==> config.mk <==
export PLATFORM = sky130hd
export DESIGN_NAME = eth_tx_arb
export DESIGN_NICKNAME = d
export VERILOG_FILES = /design/src/rtl/eth_pkg.sv /design/src/rtl/eth_rr_arb2.sv /design/src/rtl/eth_tx_arb.sv
export SDC_FILE = /design/constraint.sdc
export NUM_CORES = 1
export LEC_CHECK = 0
export BUFFER_PORTS_ARGS = -buffer_cell sky130_fd_sc_hd__buf_2
export CAP_MARGIN = 20
export CORE_AREA = 2 2 78 80
export CTS_CLUSTER_DIAMETER = 150
export DETAILED_ROUTE_END_ITERATION = 6
export DIE_AREA = 0 0 80 82
export PLACE_DENSITY = 0.59
export SYNTH_ARGS = -nofsm -noshare
export SYNTH_HDL_FRONTEND = slang
export SYNTH_SLANG_ARGS = --single-unit
==> constraint.sdc <==
create_clock -name i_tx_clk -period 3.1 [get_ports i_tx_clk]
set_clock_uncertainty 0.1 [all_clocks]
set_input_delay 0.62 -clock i_tx_clk [delete_from_list [all_inputs] [get_ports i_tx_clk]]
set_output_delay 0.62 -clock i_tx_clk [all_outputs]
set_load 0.02 [all_outputs]
==> src/rtl/eth_pkg.sv <==
`default_nettype none
// eth_pkg -- shared state encoding, GMII framing constants and wire-byte helpers. Rev 1.0
package eth_pkg;

   typedef logic [2:0] state_t;

   localparam state_t ST_IDLE = 3'd0;
   localparam state_t ST_PRE  = 3'd1;
   localparam state_t ST_SFD  = 3'd2;
   localparam state_t ST_DATA = 3'd3;
   localparam state_t ST_IPG  = 3'd4;

   localparam logic [7:0] PREAMBLE_BYTE = 8'h55;
   localparam logic [7:0] SFD_BYTE      = 8'hD5;
   localparam int         PREAMBLE_LEN  = 7;

   function automatic logic tx_active(state_t st);
      return (st == ST_PRE) || (st == ST_SFD) || (st == ST_DATA);
   endfunction

   function automatic logic [7:0] tx_byte(state_t st, logic [7:0] payload);
      case (st)
         ST_PRE:  return PREAMBLE_BYTE;
         ST_SFD:  return SFD_BYTE;
         ST_DATA: return payload;
         default: return 8'h00;
      endcase
   endfunction

endpackage
`default_nettype wire

==> src/rtl/eth_rr_arb2.sv <==
`default_nettype none
// eth_rr_arb2 -- two-way round-robin arbiter; pointer moves on the frame-end strobe. Rev 1.0
module eth_rr_arb2 (
   input  logic       clk_i,
   input  logic       rst_n,
   input  logic [1:0] req_i,
   input  logic       upd_i,
   input  logic       served_i,
   output logic [1:0] gnt_o
);

   logic last_q, last_d;

   // On a tie the source that was not served last wins.
   always_comb begin
      gnt_o = 2'b00;
      if (req_i[0] && (!req_i[1] || last_q)) begin
         gnt_o = 2'b01;
      end else if (req_i[1]) begin
         gnt_o = 2'b10;
      end
   end

   always_comb begin
      last_d = last_q;
      if (upd_i) begin
         last_d = served_i;
      end
   end

   always_ff @(posedge clk_i or negedge rst_n) begin
      if (!rst_n) begin
         last_q <= 1'b1;
      end else begin
         last_q <= last_d;
      end
   end

endmodule
`default_nettype wire

==> src/rtl/eth_tx_arb.sv <==
`default_nettype none
// eth_tx_arb -- two-source round-robin GMII transmitter: preamble, SFD, payload, IPG. Rev 1.0
module eth_tx_arb
   import eth_pkg::*;
#(
   parameter int IPG_BYTES = 12,
   parameter int MAX_FRAME = 1518
) (
   input  logic        i_tx_clk,
   input  logic        rst_n,
   input  logic        i_en,
   input  logic [1:0]  i_req,
   input  logic [7:0]  i_data0,
   input  logic [7:0]  i_data1,
   input  logic        i_last0,
   input  logic        i_last1,
   output logic [1:0]  o_gnt,
   output logic [1:0]  o_rd,
   output logic [1:0]  o_done,
   output logic [7:0]  o_tx_data,
   output logic        o_tx_en,
   output logic        o_trunc,
   output logic [15:0] o_frame_cnt
);

   localparam int CNT_SPAN = (MAX_FRAME > IPG_BYTES) ? MAX_FRAME : IPG_BYTES;
   localparam int CW       = $clog2(CNT_SPAN + PREAMBLE_LEN);

   state_t        state_q, state_d;
   logic [CW-1:0] cnt_q, cnt_d;
   logic [1:0]    gnt_q, gnt_d;
   logic [1:0]    done_q, done_d;
   logic          trunc_q, trunc_d;
   logic [15:0]   frame_cnt_q, frame_cnt_d;
   logic          tx_en_q;
   logic [7:0]    tx_data_q;
   logic [1:0]    arb_gnt;
   logic          arb_upd;
   logic          sel_last;
   logic [7:0]    sel_data;

   eth_rr_arb2 u_arb (
      .clk_i    (i_tx_clk),
      .rst_n    (rst_n),
      .req_i    (i_req),
      .upd_i    (arb_upd),
      .served_i (gnt_q[1]),
      .gnt_o    (arb_gnt)
   );

   assign sel_last = gnt_q[1] ? i_last1 : i_last0;
   assign sel_data = gnt_q[1] ? i_data1 : i_data0;

   always_comb begin
      state_d     = state_q;
      cnt_d       = cnt_q;
      gnt_d       = gnt_q;
      done_d      = 2'b00;
      trunc_d     = 1'b0;
      frame_cnt_d = frame_cnt_q;
      arb_upd     = 1'b0;
      case (state_q)
         ST_IDLE: begin
            if (i_en && (|i_req)) begin
               state_d = ST_PRE;
               gnt_d   = arb_gnt;
               cnt_d   = '0;
            end
         end
         ST_PRE: begin
            if (cnt_q == CW'(PREAMBLE_LEN - 1)) begin
               state_d = ST_SFD;
               cnt_d   = '0;
            end else begin
               cnt_d = cnt_q + CW'(1);
            end
         end
         ST_SFD: begin
            state_d = ST_DATA;
            cnt_d   = '0;
         end
         ST_DATA: begin
            if (sel_last || (cnt_q == CW'(MAX_FRAME - 1))) begin
               state_d     = ST_IPG;
               cnt_d       = '0;
               gnt_d       = 2'b00;
               done_d      = gnt_q;
               trunc_d     = !sel_last;
               frame_cnt_d = frame_cnt_q + 16'd1;
               arb_upd     = 1'b1;
            end else begin
               cnt_d = cnt_q + CW'(1);
            end
         end
         ST_IPG: begin
            // The IDLE arbitration cycle supplies the last idle byte of the gap.
            if (cnt_q == CW'(IPG_BYTES - 2)) begin
               state_d = ST_IDLE;
               cnt_d   = '0;
            end else begin
               cnt_d = cnt_q + CW'(1);
            end
         end
         default: begin
            state_d = ST_IDLE;
            cnt_d   = '0;
            gnt_d   = 2'b00;
         end
      endcase
   end

   always_ff @(posedge i_tx_clk or negedge rst_n) begin
      if (!rst_n) begin
         state_q     <= ST_IDLE;
         cnt_q       <= '0;
         gnt_q       <= 2'b00;
         done_q      <= 2'b00;
         trunc_q     <= 1'b0;
         frame_cnt_q <= 16'd0;
         tx_en_q     <= 1'b0;
         tx_data_q   <= 8'h00;
      end else begin
         state_q     <= state_d;
         cnt_q       <= cnt_d;
         gnt_q       <= gnt_d;
         done_q      <= done_d;
         trunc_q     <= trunc_d;
         frame_cnt_q <= frame_cnt_d;
         tx_en_q     <= tx_active(state_q);
         tx_data_q   <= tx_byte(state_q, sel_data);
      end
   end

   assign o_gnt       = gnt_q;
   assign o_rd        = (state_q == ST_DATA) ? gnt_q : 2'b00;
   assign o_done      = done_q;
   assign o_trunc     = trunc_q;
   assign o_frame_cnt = frame_cnt_q;
   assign o_tx_en     = tx_en_q;
   assign o_tx_data   = tx_data_q;

endmodule
`default_nettype wire

==> results.json, run 1 <==
{
  "dp_hpwl_um": 3630,
  "worst-path-buf-inv": 0,
  "post_cts_resized": 0,
  "fin_crit_sh_pct": 82.9,
  "track_usage_pct": 17.0,
  "ir_worst_vdd_mv": 0.380,
  "clk_pin_slew_ps": 90,
  "synth_warnings": 0,
  "cts_setup_buffers": 0,
  "core_area_sq_um": 5750,
  "synthArstFlopShare_pct": 100,
  "start_util_pct": 40.3,
  "period_minus_slack_ps": 2570,
  "cp.required_ps": 3150,
  "finalSetupViolations": 0,
  "cp_max_fo": 10,
  "critPathSlowestCell": "nor2_1",
  "drt_iter0_markers": 87,
  "max_cap_violations": 0,
  "synth_area_leaders": "dfrtp_1, nand2_1, mux2i_1, xnor2_1, xor2_1",
  "status": "finished clean",
  "cellLeakagePower_nw": 1.21,
  "synthToLayoutAreaGrowth_pct": 19.3,
  "clockRootBuffer": "clkbuf_8",
  "max_freq_mhz": 389,
  "grt.met2_usage_pct": 28.0,
  "wirelength_um": 5100,
  "ys_seq_area_share_pct": 48.7,
  "placed_cell_area_sq_um": 2630,
  "ant_nets": 0,
  "finalSetupTns_ps": 0,
  "insertion_delay_ps": 300,
  "fin_area_sq_um": 2760,
  "first_pass_iters": 4,
  "synth-simple-area-share_pct": 21.9,
  "synth_area_sq_um": 2320,
  "path_cells": "or2_2 > nor4bb_1 > a211oi_2 > nor2_1 > o211ai_1",
  "grt_pass1_wl_um": 8580,
  "grt_setup_unrepaired": "no",
  "power_density_nw_per_um2": 792,
  "tightest_slew_ps": 692,
  "crit_path_end_kind": "flip-flop",
  "cts_hold_buf": 0,
  "worst_slack_ps": 531,
  "syn_nets": 259,
  "cpPeakStageDelay_ps": 570,
  "drt-wirelength-per-cell_um": 14.0,
  "grtUsageMet3_pct": 4.18,
  "cts_buffer_depth": 2,
  "io_buffers": 54,
  "drv_slew": 0,
  "synth_top_area_share_pct": 47.5,
  "chipWidth_um": 80,
  "synth_edf_count": 0,
  "grtUsageMet1_pct": 21.6,
  "ys_ff_latch": 45,
  "die_h_um": 82,
  "die_area_sq_um": 6560,
  "fp-row-count": 28,
  "io-pin-count": 55,
  "path_class": "reg2reg",
  "min_path_type": "in2async",
  "htreeDepth": 2,
  "postSynthCellCount": 232,
  "synth_mux_area_share_pct": 4.32,
  "start_kind": "flip-flop",
  "synth_top_family_by_area": "simple AND/OR/NAND/NOR gates",
  "cp.arrival_ps": 2620,
  "finalNonFillerCells": 363,
  "antenna_found_initial": 0,
  "drive_above_1_share_pct": 26.4,
  "synthAdderAreaFrac_pct": 2.16,
  "post-route-drc-count": 0,
  "cts_tree": "yes",
  "place_congestion": 0.781,
  "path_delay_family": "simple AND/OR/NAND/NOR gates",
  "hold_violations": 0,
  "globalRoute.busiestLayer": "met2",
  "cts_buffers": 5,
  "diodes": 0,
  "grt_overflow_total": 0,
  "synth_compound_area_share_pct": 11.8,
  "ys_types": 47,
  "dp.cells": 354,
  "slew_headroom_pct": 53.7,
  "synthXorXnorAreaFrac_pct": 6.81,
  "syn_avg_cell_area_sq_um": 9.98,
  "cts_sinks": 45,
  "dr_total_vias": 1868,
  "synth_ff_type": "dfrtp_1",
  "synth_area_leader_cell": "dfrtp_1",
  "pre_cts_slack_ps": 621,
  "fillers": 586,
  "routed_via_density": 5.15,
  "grt_pass1_vias": 1800,
  "final_nets": 314,
  "grt_max_degree": 46
}
==> cells in the mapped netlist, types with 3 or more instances <==
cell type / number
clkbuf_1: 3
buf_6: 4
nand2b_1: 7
and3_1: 4
nor3_1: 9
o31ai_1: 3
nor4_1: 7
o21ai_0: 11
ha_1: 4
nand3_1: 7
o22ai_1: 6
a31oi_1: 4
a21oi_1: 3
xor2_1: 9
dfrtp_1: 44
inv_1: 9
nor2_1: 15
xnor2_1: 9
or2_2: 3
mux2i_1: 10
nand2_1: 29
==> power breakdown <==
part / internal, mW / leakage, nW / switching [mW] / total [mW]
clock: 0.241 / 0.0543 / 0.206 / 0.448
combinational: 0.335 / 0.608 / 0.522 / 0.857
sequential: 0.722 / 0.553 / 0.161 / 0.883
total: 1.30 / 1.21 / 0.890 / 2.19
==> cell usage in the layout, fill, tap and decap left out, types with 2 or more instances in the layout <==
master / n
o31a_1: 2
nor3b_1: 2
nand3_1: 7
and2_1: 2
buf_2: 54
nor3_1: 9
nor4_1: 7
inv_1: 9
o22ai_1: 6
o21ai_0: 11
a2bb2oi_1: 2
o31ai_1: 3
ha_1: 4
clkbuf_8: 5
or2_2: 3
xor2_1: 9
a21oi_1: 3
and3_1: 4
buf_4: 2
a31oi_1: 4
xnor2_1: 9
mux2i_1: 10
o211ai_1: 2
dfrtp_1: 44
nand4_1: 2
nor2_1: 15
nand2_1: 29
nand2b_1: 7
==> per-layer routing <==
layer	part of all wire [%]	vias up
met5	0	-
met4	1.1	0
met3	5.0	5
met2	49	51
met1	45	885
li1	-	927
==> worst register-to-register path, cell delays in order, from the launching register on <==
cell and delay (ps):
dfrtp_1 430, or2_2 340, nor4bb_1 520, a211oi_2 220
nor2_1 570, o211ai_1 230
==> flip-flops by register name (all words and copies together) (netlist names) <==
name / count
o_gnt: 2
o_tx_data: 8
u_arb.last_q: 1
state_q: 3
o_tx_en: 1
cnt_q: 11
o_trunc: 1
o_frame_cnt: 16
o_done: 2
==> layout make-up <==
class / instances / area [sq um] / share of cell area [%]
multi-input combinational: 169 / 1090 / 39.4
tap: 75 / 93.8 / 3.40
clock buffer: 5 / 68.8 / 2.49
inverter: 9 / 33.8 / 1.22
clock inverter: 3 / 46.3 / 1.68
timing repair buffer: 57 / 305 / 11.1
sequential: 45 / 1130 / 40.8
==> cell families after synthesis <==
group / count (synthesis)
simple gates: 97
mux: 10
xor+xnor: 18
buf+inv: 18
compound gates: 40
flops: 45
fa+ha+maj: 4
==> per-stage QoR <==
| step | hold slack, ps | util, % | power, mW |
|---|---|---|---|
| 2_1_floorplan | 224 | - | 1.53 |
| 3_3_place_gp | 357 | 45.7 | 1.75 |
| 3_5_place_dp | 356 | 45.7 | 1.76 |
| 4_1_cts | 372 | 47.7 | 2.21 |
| 5_1_grt | 121 | 48.1 | 2.37 |
| 6_report | 116 | 48.1 | 2.19 |
==> path summary, 6_finish.rpt <==
kind | from | endpoint | slack [ps] | cells past startpoint
setup reg to reg | cnt_q[4] | cnt_q[6] | 530 | 5
max in group asynchronous | rst_n | u_arb.last_q | 2240 | 2
hold reg to reg | o_frame_cnt[15] | o_frame_cnt[15] | 370 | 1
setup / recovery | cnt_q[4] | cnt_q[6] | 530 | 5
hold / removal | rst_n | o_frame_cnt[14] | 120 | 1
min in group i_tx_clk | o_frame_cnt[15] | o_frame_cnt[15] | 370 | 1
Note: power is estimated with default switching activity, not from simulation.
==> run 2, diff against run 1 <==
ABC_AREA = 1   (was default)
CORE_AREA = 2 2 82 84   (was 2 2 78 80)
DIE_AREA = 0 0 84 86   (was 0 0 80 82)
PLACE_DENSITY = 0.58   (was 0.59)
clock period = 2.57 ns   (was 3.1 ns; I/O delays follow)
==> run 2 against run 1 <==
Net effect: first-iteration DRC count is 28% higher; combinational power rose by 34%; via count increased by 22%; critical endpoint is now o_rd[1].
==> results.json, run 2 <==
{
  "dp.cells": 481,
  "period_minus_slack_ps": 2040,
  "synth_area_leader_cell": "dfrtp_1",
  "cp_max_fo": 12,
  "dr_total_vias": 2274,
  "syn_avg_cell_area_sq_um": 7.25,
  "min_path_type": "in2async",
  "first_pass_iters": 4,
  "die_area_sq_um": 7220,
  "power_density_nw_per_um2": 908,
  "core_area_sq_um": 6280,
  "cts_tree": "yes",
  "htreeDepth": 2,
  "cts_buffer_depth": 2,
  "seqCellArea_sq_um": 1130,
  "synth_top_area_share_pct": 42.9,
  "grt_pass1_wl_um": 9490,
  "drv_slew": 0,
  "ys_seq_area_share_pct": 43.9,
  "routed_via_density": 4.65,
  "synth_most_common_cell": "nand2_1",
  "slew_headroom_pct": 64.5,
  "ant_nets": 0,
  "cts_setup_buffers": 0,
  "clk_pin_slew_ps": 90,
  "die_h_um": 86,
  "drt-wirelength-per-cell_um": 11.5,
  "drive_above_1_share_pct": 17.5,
  "dp_hpwl_um": 4370,
  "post_cts_resized": 0,
  "fp-row-count": 29,
  "io_buffers": 54,
  "grt_setup_unrepaired": "no",
  "grt_pass1_vias": 2136,
  "finalSetupTns_ps": 0,
  "ys_types": 29,
  "final_common_cell": "nand2_1",
  "swShare_pct": 43.4,
  "diodes": 0,
  "max_freq_mhz": 491,
  "synth_edf_count": 0,
  "io-pin-count": 55,
  "start_util_pct": 40.9,
  "cts_sinks": 45,
  "clockRootBuffer": "clkbuf_8",
  "wirelength_um": 5640,
  "cp.arrival_ps": 1420,
  "p_int_mw": 1.56,
  "synthArstFlopShare_pct": 100,
  "post-route-drc-count": 0,
  "fillers": 637,
  "finalNonFillerCells": 489,
  "cp.required_ps": 1960,
  "grt_max_degree": 24,
  "antenna_found_initial": 0,
  "worst_slack_ps": 533,
  "mostFrequentLayoutCells": "nand2_1, buf_2, inv_1, dfrtp_1, nor2_1",
  "pre_cts_slack_ps": 753,
  "finalSetupViolations": 0,
  "hold_slack_ps": 80.7,
  "path_cells": "inv_1 > nor2_1 > buf_2",
  "p_comb_share_pct": 41.9,
  "cellLeakagePower_nw": 1.62,
  "synth_common_cells": "nand2_1, dfrtp_1, inv_1",
  "cpPeakStageDelay_ps": 540,
  "final_nets": 438,
  "insertion_delay_ps": 300,
  "max_cap_violations": 0,
  "synth_area_sq_um": 2570,
  "cts_hold_buf": 0,
  "largest_reg_flops": 16,
  "fin_crit_sh_pct": 79.2,
  "status": "finished clean",
  "ys_ff_latch": 45,
  "drt_iter0_markers": 111,
  "pwr-share-clk_pct": 19.6,
  "grt_overflow_total": 0,
  "multiInputGateArea_sq_um": 1230,
  "synth_area_leaders": "dfrtp_1, nand2_1, inv_1, nor2_1, nand3_1",
  "syn_nets": 381,
  "tightest_slew_ps": 533,
  "postSynthCellCount": 354,
  "synth_ff_type": "dfrtp_1",
  "track_usage_pct": 16.1,
  "power_switching_mw": 1.19,
  "path_class": "reg2out",
  "place_congestion": 0.807,
  "cts_buffers": 5,
  "seqPwrFrac_pct": 38.5,
  "synth_warnings": 0,
  "crit_path_end_kind": "primary output",
  "power.total_mw": 2.75,
  "synthToLayoutAreaGrowth_pct": 18.0,
  "hold_violations": 0,
  "start_kind": "flip-flop",
  "chipWidth_um": 84,
  "ir_worst_vdd_mv": 0.395,
  "critPathSlowestCell": "dfrtp_1"
}
[run 2: final timing paths]
| path | from | endpoint | slack, ps | depth (start not counted) |
|---|---|---|---|---|
| min in group i_tx_clk | i_data0[7] | o_tx_data[7] | 370 | 3 |
| setup reg to reg | o_gnt[1] | o_frame_cnt[9] | 760 | 9 |
| max in group asynchronous | rst_n | o_frame_cnt[1] | 1770 | 2 |
| setup / recovery | o_gnt[1] | o_rd[1] | 530 | 3 |
| hold reg to reg | o_frame_cnt[14] | o_frame_cnt[14] | 410 | 2 |
| hold / removal | rst_n | cnt_q[1] | 80 | 1 |
[run 2: power by group through the flow]
stage | clock, mW | sequential [mW] | combinational, mW
5_1_grt | 0.588 | 1.09 | 1.29
4_1_cts | 0.559 | 1.06 | 1.17
3_5_place_dp | 0 | 1.07 | 1.16
6_report | 0.538 | 1.06 | 1.15
3_3_place_gp | 0 | 1.07 | 1.17
2_1_floorplan | 0 | 1.20 | 0.701
[run 2: kinds of logic (layout without fill, tap and decap cells)]
group	Yosys count	count (layout)	share of synthesized area, %
AO/OA/AOI/OAI	16	16	3.70
buffers and inverters	51	109	8.33
adder cells (fa/ha/maj)	4	4	1.95
XOR/XNOR	18	18	6.14
flip-flops	45	45	43.9
AND/OR/NAND/NOR	220	220	36.0
[run 2: metal layers]
| metal | vias up | track usage (%) | wire length (um) | part of all wire, % |
|---|---|---|---|---|
| li1 | 1202 | - | - | - |
| met1 | 1027 | 20.9 | 2680 | 48 |
| met2 | 37 | 27.8 | 2690 | 48 |
| met3 | 8 | 2.50 | 197 | 3.5 |
| met4 | 0 | 5.28 | 68 | 1.2 |
| met5 | - | 0 | 0 | 0 |
[run 2: through the flow]
| stage | instance area [sq um] | util [%] |
|---|---|---|
| 2_1_floorplan | 2570 | - |
| 3_3_place_gp | 2920 | 46.5 |
| 3_5_place_dp | 2920 | 46.5 |
| 4_1_cts | 3030 | 48.3 |
| 5_1_grt | 3030 | 48.3 |
| 6_report | 3030 | 48.3 |
[run 2: worst max-delay path: cells and delay by family (launching register included)]
kind	cells	cell delay, ps
buf+inv	2	420
flops	1	540
simple gates	1	160
[run 2: layout make-up]
cell class,count,area share [%]
Multi-Input combinational cell,258,40.5
Sequential cell,45,37.2
Timing Repair Buffer,55,9.58
Inverter,46,5.87
Tap cell,77,3.18
Clock buffer,6,2.40
Clock inverter,2,1.28
